**src/rtl/mlp_score_argmax_capture_if.sv**
```systemverilog
// Score-in / result-out channel bundle for the MLP output-layer argmax capture.
// No storage; pure wiring between the score producer, the capture block and the result consumer.
// Backpressure: out_ready from the consumer; busy tells the producer a new vector is not taken.
interface mlp_score_argmax_capture_if #(
   parameter int DATA_W  = 16,
   parameter int N_CLASS = 10
);
   localparam int CLS_W = $clog2(N_CLASS);

   logic                        score_valid;
   logic [N_CLASS*DATA_W-1:0]   score_in;
   logic                        busy;
   logic                        out_valid;
   logic                        out_ready;
   logic [CLS_W-1:0]            out_class;
   logic [DATA_W-1:0]           out_score;

   // Producer/consumer side
   modport master (
      output score_valid, score_in, out_ready,
      input  busy, out_valid, out_class, out_score
   );

   // Capture block side
   modport slave (
      input  score_valid, score_in, out_ready,
      output busy, out_valid, out_class, out_score
   );
endinterface

```
**src/rtl/mlp_score_argmax_capture.sv**
```systemverilog
// Latches N_CLASS signed scores per image, scans for the argmax and queues {class, score} results.
// Latency: result visible the cycle after edge T+N_CLASS (T = accepting edge); busy for N_CLASS cycles.
// Backpressure: valid/ready result FIFO of DEPTH entries; a result arriving at a full FIFO is dropped.
module mlp_score_argmax_capture #(
   parameter int DATA_W  = 16,
   parameter int N_CLASS = 10,
   parameter int DEPTH   = 16,
   parameter int CNT_W   = 16
) (
   input  logic                        clk,
   input  logic                        rst,
   mlp_score_argmax_capture_if.slave   bus,
   input  logic [$clog2(N_CLASS)-1:0]  rd_sel,
   output logic [DATA_W-1:0]           rd_score,
   output logic [CNT_W-1:0]            img_count,
   output logic                        err_overflow,
   output logic                        err_busy_drop
);
   localparam int CLS_W = $clog2(N_CLASS);
   localparam int AW    = $clog2(DEPTH);
   localparam logic [CLS_W-1:0] LAST_IDX = CLS_W'(N_CLASS - 1);

   typedef enum logic [1:0] {IDLE, SCAN, PUSH} state_t;

   state_t state, state_nxt;

   // Latched vector and scan registers
   logic signed [DATA_W-1:0] vec [N_CLASS];
   logic signed [DATA_W-1:0] best;
   logic [CLS_W-1:0]         best_idx;
   logic [CLS_W-1:0]         idx;

   // Result FIFO
   logic [CLS_W+DATA_W-1:0]  mem [DEPTH];
   logic [AW-1:0]            wr_ptr, rd_ptr;
   logic [AW:0]              count;
   logic                     push, pop, full, wr_en, drop;

   // State register
   always_ff @(posedge clk) begin
      if (!rst) state <= IDLE;
      else      state <= state_nxt;
   end

   // Next-state: accept in IDLE, walk all classes in SCAN, one cycle to enqueue
   always_comb begin
      state_nxt = state;
      case (state)
         IDLE:    if (bus.score_valid) state_nxt = SCAN;
         SCAN:    if (idx == LAST_IDX) state_nxt = PUSH;
         PUSH:    state_nxt = IDLE;
         default: state_nxt = IDLE;
      endcase
   end

   // Capture the vector and track the running maximum; strict '>' keeps the lowest index on ties
   always_ff @(posedge clk) begin
      if (!rst) begin
         for (int k = 0; k < N_CLASS; k++) vec[k] <= '0;
         best     <= '0;
         best_idx <= '0;
         idx      <= '0;
      end else begin
         case (state)
            IDLE: begin
               if (bus.score_valid) begin
                  for (int k = 0; k < N_CLASS; k++) vec[k] <= bus.score_in[k*DATA_W +: DATA_W];
                  best     <= bus.score_in[0 +: DATA_W];
                  best_idx <= '0;
                  idx      <= CLS_W'(1);
               end
            end
            SCAN: begin
               if (vec[idx] > best) begin
                  best     <= vec[idx];
                  best_idx <= idx;
               end
               if (idx != LAST_IDX) idx <= idx + 1'b1;
            end
            default: ;
         endcase
      end
   end

   assign push  = (state == PUSH);
   assign pop   = bus.out_valid && bus.out_ready;
   assign full  = (count == (AW+1)'(DEPTH));
   // At full, a simultaneous pop frees the slot being written
   assign wr_en = push && (!full || pop);
   assign drop  = push && full && !pop;

   // FIFO storage; the write during reset is suppressed so a reset mid-PUSH leaves nothing behind
   always_ff @(posedge clk) begin
      if (rst && wr_en) mem[wr_ptr] <= {best_idx, best};
   end

   // FIFO pointers, occupancy and the classified-image counter
   always_ff @(posedge clk) begin
      if (!rst) begin
         wr_ptr    <= '0;
         rd_ptr    <= '0;
         count     <= '0;
         img_count <= '0;
      end else begin
         if (wr_en) begin
            wr_ptr    <= wr_ptr + 1'b1;
            img_count <= img_count + 1'b1;
         end
         if (pop) rd_ptr <= rd_ptr + 1'b1;
         case ({wr_en, pop})
            2'b10:   count <= count + 1'b1;
            2'b01:   count <= count - 1'b1;
            default: ;
         endcase
      end
   end

   // Sticky error flags, cleared only by reset
   always_ff @(posedge clk) begin
      if (!rst) begin
         err_overflow  <= 1'b0;
         err_busy_drop <= 1'b0;
      end else begin
         if (drop)                                 err_overflow  <= 1'b1;
         if (bus.score_valid && (state != IDLE))   err_busy_drop <= 1'b1;
      end
   end

   assign bus.busy      = (state != IDLE);
   assign bus.out_valid = (count != '0);
   assign bus.out_class = bus.out_valid ? mem[rd_ptr][DATA_W +: CLS_W] : '0;
   assign bus.out_score = bus.out_valid ? mem[rd_ptr][0 +: DATA_W]     : '0;

   // Readback of the last latched vector; out-of-range selects read as zero
   always_comb begin
      rd_score = '0;
      if ({1'b0, rd_sel} < (CLS_W+1)'(N_CLASS)) rd_score = vec[rd_sel];
   end
endmodule

```
**src/flat_wrapper.sv**
```systemverilog
// flat-port wrapper written by rule: the top's interface ports become plain ports
module mlp_score_argmax_capture_flat 
#(
   parameter int DATA_W  = 16,
   parameter int N_CLASS = 10,
   parameter int DEPTH   = 16,
   parameter int CNT_W   = 16
)
  (clk, rst, rd_sel, rd_score, img_count, err_overflow, err_busy_drop, bus_score_valid, bus_score_in, bus_out_ready, bus_busy, bus_out_valid, bus_out_class, bus_out_score);
  mlp_score_argmax_capture_if #(.DATA_W(DATA_W), .N_CLASS(N_CLASS)) bus_i ();
  input  logic clk;
  input  logic rst;
  input  logic [$clog2(N_CLASS)-1:0] rd_sel;
  output logic [DATA_W-1:0] rd_score;
  output logic [CNT_W-1:0] img_count;
  output logic err_overflow;
  output logic err_busy_drop;
  input wire logic [$bits(bus_i.score_valid)-1:0] bus_score_valid;
  input wire logic [$bits(bus_i.score_in)-1:0] bus_score_in;
  input wire logic [$bits(bus_i.out_ready)-1:0] bus_out_ready;
  output wire logic [$bits(bus_i.busy)-1:0] bus_busy;
  output wire logic [$bits(bus_i.out_valid)-1:0] bus_out_valid;
  output wire logic [$bits(bus_i.out_class)-1:0] bus_out_class;
  output wire logic [$bits(bus_i.out_score)-1:0] bus_out_score;
  assign bus_i.score_valid = bus_score_valid;
  assign bus_i.score_in = bus_score_in;
  assign bus_i.out_ready = bus_out_ready;
  assign bus_busy = bus_i.busy;
  assign bus_out_valid = bus_i.out_valid;
  assign bus_out_class = bus_i.out_class;
  assign bus_out_score = bus_i.out_score;
  mlp_score_argmax_capture #(.DATA_W(DATA_W), .N_CLASS(N_CLASS), .DEPTH(DEPTH), .CNT_W(CNT_W)) u_core (.clk(clk), .rst(rst), .bus(bus_i), .rd_sel(rd_sel), .rd_score(rd_score), .img_count(img_count), .err_overflow(err_overflow), .err_busy_drop(err_busy_drop));
endmodule
```
**config.mk**
```make
export PLATFORM = sky130hd
export DESIGN_NAME = mlp_score_argmax_capture_flat
export DESIGN_NICKNAME = d
export VERILOG_FILES = /design/src/rtl/mlp_score_argmax_capture_if.sv /design/src/rtl/mlp_score_argmax_capture.sv /design/src/flat_wrapper.sv
export SDC_FILE = /design/constraint.sdc
export NUM_CORES = 1
export LEC_CHECK = 0
export BUFFER_PORTS_ARGS = -buffer_cell sky130_fd_sc_hd__buf_4
export CORE_MARGIN = 2
export CORE_UTILIZATION = 25
export CTS_CLUSTER_DIAMETER = 30
export DETAILED_ROUTE_END_ITERATION = 8
export PLACE_DENSITY = 0.41
export SLEW_MARGIN = 20
export SYNTH_ARGS = -nofsm -noshare
export SYNTH_HDL_FRONTEND = slang
export SYNTH_SLANG_ARGS = --single-unit
```
**constraint.sdc**
```tcl
create_clock -name clk -period 5 [get_ports clk]
set_input_delay 0.5 -clock clk [delete_from_list [all_inputs] [get_ports clk]]
set_output_delay 0.5 -clock clk [all_outputs]
set_load 0.01 [all_outputs]
```
**Word level (Yosys, flattened, before mapping)**

Memories as Yosys holds them, arrays and structs flattened. A register that Yosys moved wholly into a read port is not among the register bits.
Index checks and enable logic that the tools add are counted.

- Input bits: 168
- Flip-flop bits (word level): 57
- Memories: 2
- RAM bits: 480

- Mux-type cells: 37
- Equality and inequality tests: 11
- Reduce and logical (&&, ||, !) cells: 17
- Bitwise gates (word level): 10
- Add/sub/neg operators: 6
- Magnitude comparators: 2

Memory list:

| memory | depth | bits a word | rd ports | clocked after memory_dff | wr ports | RTL line | RTL |
|---|---|---|---|---|---|---|---|
| u_core.mem | 16 | 20 | 1 | 1 | 1 | mlp_score_argmax_capture.sv:34 | `logic [CLS_W+DATA_W-1:0] mem [DEPTH];` |
| u_core.vec | 10 | 16 | 2 | 1 | 10 | mlp_score_argmax_capture.sv:28 | `logic signed [DATA_W-1:0] vec [N_CLASS];` |

Operators with widths:

| kind | number |
|---|---|
| two-way mux 16 bit | 14 |
| two-way mux 4 bit | 9 |
| one-hot mux 16 bit (2 select lines) | 1 |
| adder 16 x 1 -> 16 bit, second input constant | 1 |
| greater-than comparator 16 bit | 1 |
| one-hot mux 4 bit (2 select lines) | 2 |
| adder 4 x 1 -> 4 bit, second input constant | 3 |
| bitwise OR 1 bit | 10 |
| one-hot mux 5 bit (2 select lines) | 1 |
| two-way mux 1 bit | 7 |
| logical AND 1 bit | 6 |
| != test 2 x 1 -> 1 bit, second input constant | 3 |
| AND reduction 3 bit | 2 |
| nonzero test 2 bit | 3 |
| adder 5 x 1 -> 5 bit, second input constant | 1 |
| == test 5 bit, second input constant | 1 |
| nonzero test 5 bit | 1 |
| subtractor 5 x 1 -> 5 bit, second input constant | 1 |
| == test 2 x 1 -> 1 bit, second input constant | 2 |
| == test 2 bit, second input constant | 2 |
| == test 4 bit, second input constant | 1 |
| < comparator 4 bit, second input constant | 1 |
| two-way mux 2 bit | 2 |
| != test 4 bit, second input constant | 1 |
| other kinds (6) | 7 |

**Logic depth before layout (Yosys ltp)**

Gate-level depths: netlist of the first run.

- Depth in word-level cells: 7
- Gate-level depth with buffers: 13

**Least setup slack after synthesis of the first run**

No wires, ideal clock.

- Kind: input to register
- Start point: input port bus_score_valid
- End point: memory u_core.vec[0][0] (enable)
- Data arrival time: 4485 ps
- Data required time: 4473 ps
- Setup slack: -12 ps
- Setup time: 527 ps
- Cell stages on the path: 3
- Cell sequence: or3b_2 -> clkbuf_1 -> nand2_1

RTL lines:

| what | RTL line | RTL |
|---|---|---|
| start: declaration | flat_wrapper.sv:18 | `input wire logic [$bits(bus_i.score_valid)-1:0] bus_score_valid;` |
| end: declaration | mlp_score_argmax_capture.sv:28 |  |

==> results of run 1 <==
==> flip-flops by register name, indices dropped and copies added (netlist names), named ones only <==
signal / flops
u_core.state: 2
u_core.count: 5
u_core.mem: 320
u_core.err_overflow: 1
u_core.img_count: 16
u_core.best: 16
u_core.vec: 160
u_core.best_idx: 4
u_core.err_busy_drop: 1
u_core.rd_ptr: 4
u_core.wr_ptr: 4
u_core.idx: 4
==> synth_stat cells, types with 2 or more instances <==
library cell	instances	area, um2
o31ai_1	4	30.03
xor2_1	6	52.55
nor2_1	90	337.8
nand2b_1	6	37.54
nand3_1	24	120.1
buf_1	4	15.01
or2_2	2	12.51
ha_1	28	350.3
clkbuf_1	87	326.6
o311ai_0	16	140.1
a21oi_1	58	290.3
o22ai_1	15	93.84
nor2b_1	6	37.54
nor4_2	2	25.02
nand3b_1	3	22.52
o211ai_1	2	15.01
nor3_1	9	45.04
and2_1	21	131.4
inv_1	33	123.9
xnor2_1	16	140.1
or4_1	2	15.01
nand2_1	69	259.0
mux4_2	164	3694
and3_1	168	1051
buf_4	2	15.01
a31oi_1	19	118.9
edfxtp_1	480	14410
o21ai_0	35	175.2
mux2i_1	36	360.4
dfxtp_1	65	1301
nand4_1	6	37.54
buf_2	19	95.09
a21o_1	3	22.52
==> cell families (layout without fill, tap and decap cells) <==
group | Yosys count | count (layout) | share of synthesized area, %
buffers and inverters | 147 | 533 | 2.444
and+or+nand+nor | 418 | 418 | 9.208
adders and majority gates | 29 | 29 | 1.533
DFF | 545 | 545 | 65.04
muxes | 200 | 200 | 16.78
xor gates and xnor gates | 22 | 22 | 0.7975
AOI/OAI and AO/OA | 166 | 166 | 4.195
==> per-layer routing <==
| layer | track usage, % | vias up | share of wire (%) | wire, um |
|---|---|---|---|---|
| li1 | - | 6678 | - | - |
| met1 | 19.69 | 7650 | 43 | 32860 |
| met2 | 25.36 | 452 | 49 | 37610 |
| met3 | 3.125 | 140 | 4.5 | 3430 |
| met4 | 6.353 | 0 | 3.1 | 2369 |
| met5 | 0 | - | 0 | 0 |
==> worst max-delay path, delay by kind of cell (launching register included) <==
kind	cells	cell delay (ns)
AO/OA/AOI/OAI	7	2.21
adder cells (fa/ha/maj)	1	0.29
flip-flops	1	0.75
AND/OR/NAND/NOR	1	0.72
==> final timing paths <==
kind	startpoint	to	slack, ns	cells past startpoint
hold reg to reg	u_core.err_busy_drop	u_core.err_busy_drop	0.46	2
hold / removal	bus_score_valid	u_core.err_busy_drop	0.07	3
setup reg to reg	flip-flop	u_core.best[0]	0.90	9
setup / recovery	flip-flop	u_core.best[0]	0.90	9
==> metrics by stage <==
| step | hold WS (ns) | cell area, um2 |
|---|---|---|
| 2_1_floorplan | 0.4656 | 24160 |
| 5_1_grt | 0.07227 | 31840 |
| 3_3_place_gp | 0.4540 | 27280 |
| 4_1_cts | 0.02672 | 31840 |
| 3_5_place_dp | 0.4563 | 27280 |
| 6_report | 0.07286 | 31840 |
==> area by class of cell <==
class / instances / area share, %
Timing Repair Buffer: 244 / 5.832
Clock inverter: 89 / 2.932
Inverter: 34 / 0.4009
Tap cell: 1276 / 5.015
Clock buffer: 166 / 11.37
Multi-Input combinational cell: 835 / 25.05
Sequential cell: 545 / 49.40
==> power groups by stage <==
stage               Clock [W]  Combinational, W  Sequential (W)
finish                0.00852          0.000873         0.00549
global route          0.00892          0.000951         0.00552
CTS                   0.00867          0.000874         0.00549
detailed placement          0          0.000872         0.00557
global placement            0          0.000858         0.00556
floorplan                   0          0.000561         0.00540
==> impl_results.md, run 1 <==
- Hold Path Class: input pin to flip-flop
- Initial antenna violation count: 1
- Post-CTS Setup Inserts: 0
- Final period utilization: 82.05%
- Clock slew at reported path FFs: 0.04 ns
- Final #Nets: 1996
- CP max stage delay: 0.75 ns
- Vias in the first global route: 15880
- Peak VDD IR: 0.0002772 V
- Final Skew: 0.03396 ns
- Std cell rows: 114
- Fill cells: 9407
- Outcome: finished clean
- Mapped Area: 24160 um2
- Die ar.: 99150 um2
- CTS Buf Count: 139
- Die Width: 314.9 um
- CP Class: flip-flop to flip-flop
- # diodes: 0
- Area of the multi-input gates: 7974 um2
- Chip Height: 314.9 um
- Final worst slack: 0.8974 ns
- Clock power share: 57.2%
- Initial Utilization: 25.09%
- CP Max Fanout: 18
- Largest net degree at the start of global routing: 125
- Vias: 14920
- # IOs: 224
- Via/cell ratio: 4.679
- Overall Power: 0.01489 W
- CTS Sinks: 545
- Input/output buffers: 223
- Net load switching power: 0.003580 W
- Top_reg_cell synth: edfxtp_1
- Switching Share: 24.05%
- Async SR Flop Fraction: 0%
- Fin cells: 3189
- Seq/Total Area, Yosys: 65.04%
- Synthesis Warnings: 0
- Most common cell after layout, fill and taps aside: edfxtp_1
- Seq pwr share: 36.9%
- Core area: 96280 um2
- Area delta synth->final: 31.77%
- Count of hold-fix buffers inserted at cts: 0
- Fraction of power consumed by combinational cells: 5.9%
- CTS tree: built
- Synth Register Bits: 545
- Global-route wire length before repair: 109600 um
- Clk Latency, worst-skew pair: 0.71 ns
- CP cell instances: nand2b_1 -> o22ai_1 -> a21oi_1 -> ha_1 -> a41oi_1 -> o21ai_0 -> a22oi_1 -> a41oi_2 -> a221oi_1
- Required @ worst endpoint: 5.58 ns
- Clock root cell: clkbuf_16
- Final Routed Wirelength: 76260 um
- Post-CTS sizing: 0
- End-of-flow core utilization: 33.07%
- Setup violations, final: 0
- Worst slew pin tran: 1.139 ns
- Sum Neg Setup Slack: 0 ns
- Unique masters post-synth: 60
- # placed instances: 2934
- CP Capture Type: flip-flop
- LEAKAGE: 11.67 nW
- Placer Congestion: 0.8302
- Int Power: 0.01131 W
- Storage element area: 15730 um2
- Synthesized area per cell: 15.82 um2
- Gate Count Post-Synth: 1527
- Share of cells above drive strength 1: 33.82%
- Fin. max-slew vios: 0
- Pre-CTS setup slack: 0.9556 ns
- Worst slew margin: 24.05%
- GRT Residual Overflow: 0
- Slowest stage cell, crit path: dfxtp_1
- Synthesized Nets: 1724
- Most frequent cells in the layout: edfxtp_1 (480), buf_4 (242), and3_1 (168), mux4_2 (164), clkbuf_16 (139)
- Routed WL per cell: 23.91 um
- CTS Buffer Depth: 3
- HPWL Detailed: 48850 um
- Drt drc: 0
- WP data arrival: 4.69 ns
- Power Dens Cells: 467.6 nW/um2
- GRT Overall Usage: 15.37%
- H-Tree Depth: 4
- EDFF count, synth: 480
- Antenna-violating nets left: 0
- Worst Setup Start Kind: flip-flop
- RSZ-0062 raised after global routing: no
- Max Cap Viol: 0
- Starting DRT DRC Count: 1041
- Tmin final: 4.103 ns
- Endpoints failing hold: 0
- Max Clock Freq: 243.7 MHz
- Drt first pass iters: 5
Power figures use the tool's default switching activity.
==> inputs of run 2 (changes only) <==
- clock period: 5 -> 3.6 ns (I/O delays scaled with it)
==> run 2 against run 1 <==
Against the previous run:
- non-clock buffer count grew 202
- final cell count grew 6.2%
- critical endpoint unchanged
- total power grew 41%
- via count grew 5.1%
- setup slack lost 0.82 ns
- largest cell class unchanged
- first-iteration DRC count shrank 3.3%
- flip-flop and latch count is the same
- sequential share of layout area shrank 3.0 points
- worst hold slack lost 0.045 ns
==> impl_results.md, run 2 (synthesis gave the netlist of run 1 again) <==
- Via/cell ratio: 4.631 (-1.0%)
- Worst path top cell family by delay: compound AO/OA/AOI/OAI gates
- Antenna-violating nets left: 0 (unchanged)
- Pre-CTS setup slack: -0.2105 ns (-1.166 ns)
- CP Class: flip-flop to flip-flop
- Final worst slack: 0.07273 ns (-0.8246 ns)
- Largest net degree at the start of global routing: 93 (-26%)
- Peak VDD IR: 0.0003602 V (+30%)
- Area delta synth->final: 40.24%
- Core area: 96280 um2 (unchanged)
- Worst slew margin: 32.19% (+8.1 points)
- Largest regs: u_core.mem x320, u_core.vec x160
- Input/output buffers: 223 (unchanged)
- Final Skew: 0.03074 ns (-0.003212 ns)
- Clk Latency, worst-skew pair: 0.71 ns (about the same)
- Routed WL per cell: 22.30 um (-6.7%)
- Fin. max-slew vios: 0 (unchanged)
- Finished Cell Area: 33880 um2 (+6.4%)
- Worst Setup Start Kind: flip-flop
- CTS Sinks: 545 (unchanged)
- Chip Height: 314.9 um (unchanged)
- Share of cells above drive strength 1: 33.59% (-0.23 points)
- Sum Neg Setup Slack: 0 ns (unchanged)
- Required @ worst endpoint: 4.20 ns (-1.38 ns)
- Std cell rows: 114 (unchanged)
- Most common cell after layout, fill and taps aside: edfxtp_1
- Clock root cell: clkbuf_16
- Most frequent cells in the layout: edfxtp_1 (480), buf_4 (289), and3_1 (168), mux4_2 (164), dlygate4sd3_1 (147)
- # placed instances: 2981 (+1.6%)
- Vias in the first global route: 16710 (+5.2%)
- Setup violations, final: 0 (unchanged)
- Clock slew at reported path FFs: 0.05 ns (about the same)
- Max Clock Freq: 283.5 MHz (+16%)
- Largest reg by FF count: u_core.mem
- # IOs: 224 (unchanged)
- Fin cells: 3386 (+6.2%)
- GRT Residual Overflow: 0 (unchanged)
- Placer Congestion: 0.8378 (+0.92%)
- Max Cap Viol: 0 (unchanged)
- Endpoints failing hold: 0 (unchanged)
- Vias: 15680 (+5.1%)
- Initial antenna violation count: 0 (-1)
- Initial Utilization: 25.09% (unchanged)
- HPWL Detailed: 49660 um (+1.6%)
- Worst slew pin tran: 1.016 ns (-0.1233 ns)
- Met2 global-route usage: 25.66% (+0.30 points)
- Die ar.: 99150 um2 (unchanged)
- GRT Overall Usage: 15.22% (-0.16 points)
- Final Routed Wirelength: 75520 um (-0.97%)
- Most Used Layer, Global Route: met2
- Hold Path Class: input pin to flip-flop
- WP data arrival: 4.13 ns (-0.56 ns)
- Outcome: finished clean
- Tmin final: 3.527 ns (-0.5754 ns)
- Slowest stage cell, crit path: or4_4
- CP cell instances: buf_12 -> mux4_2 -> o22ai_1 -> a21oi_1 -> ha_1 -> nand4_1 -> or4_4 -> a21oi_4 -> a41oi_4 -> buf_4 -> a221oi_1
- Drt drc: 0 (unchanged)
- Starting DRT DRC Count: 1007 (-3.3%)
- H-Tree Depth: 4 (unchanged)
- CP max stage delay: 0.60 ns (-0.15 ns)
- CTS tree: built
- Count of buffer and inverter cells on the critical path: 2 (+2)
- LEAKAGE: 12.62 nW (+8.1%)
- Drt first pass iters: 7 (+2)
- CP Max Fanout: 9 (-9)
- CTS Buf Count: 137 (-1.4%)
- CP Capture Type: flip-flop
- CTS Buffer Depth: 3 (unchanged)
- Largest register FFs: 320 (unchanged)
- Placed cell area: 27680 um2 (+1.4%)
- End-of-flow core utilization: 35.19% (+2.1 points)
- Die Width: 314.9 um (unchanged)
- Global-route wire length before repair: 108800 um (-0.66%)
- Power Dens Cells: 620.6 nW/um2 (+33%)
- Grt met1 use: 19.00% (-0.68 points)
- Final #Nets: 2196 (+10%)
- Met3 usage: 3.144% (+0.020 points)
- Final period utilization: 97.98% (+16 points)
## run 2: power breakdown
part	switching (W)	internal, W	leakage, nW
sequential	0.000159	0.00725	5.20
clock	0.00381	0.00809	2.23
combinational	0.000968	0.000752	5.19
## run 2: cell type report
| type | count | area (um2) |
|---|---|---|
| fill | 9184 | 62400 |
| sequential | 545 | 15730 |
| multi-input combinational | 835 | 7965 |
| timing repair buffer | 446 | 3841 |
| clock buffer | 168 | 3697 |
| tap | 1276 | 1597 |
| clock inverter | 80 | 923.4 |
| inverter | 34 | 127.6 |
| antenna | 2 | 5.005 |
## run 2: through the flow
step	total power [W]	hold slack, ns
3_5_place_dp	0.009044	0.4706
3_3_place_gp	0.009021	0.4572
4_1_cts	0.02124	0.002604
6_report	0.02103	0.02785
2_1_floorplan	0.008284	0.4656
5_1_grt	0.02177	0.006743
## run 2: timing repair
item | CTS | global route
endpoints found under the setup margin | 16 | 16
gates resized for setup | 2 | 5
endpoints found under the hold margin | 162 | 0
buffers inserted | 4 | 4
hold buffers | 147 | 0
pin swaps | 1 | 2
## run 2: worst paths after layout
kind	depth (start not counted)	slack (ns)	startpoint	endpoint
setup / recovery	11	0.07	flip-flop	u_core.best[0]
setup reg to reg	11	0.07	flip-flop	u_core.best[0]
hold reg to reg	2	0.47	u_core.err_busy_drop	u_core.err_busy_drop
hold / removal	2	0.03	bus_score_in[156]	u_core.vec[9][12]
## run 2: worst reg2reg max path: stages (launching register included)
cell and delay (ns):
dfxtp_4 0.45, buf_12 0.18, mux4_2 0.56, o22ai_1 0.26
a21oi_1 0.10, ha_1 0.31, nand4_1 0.23, or4_4 0.60
a21oi_4 0.21, a41oi_4 0.07, buf_4 0.18, a221oi_1 0.26
## run 2: per-layer routing
layer,share of wire [%],up-vias
li1,-,7070
met1,43,8024
met2,50,455
met3,4.2,132
met4,3.0,0
met5,0,-
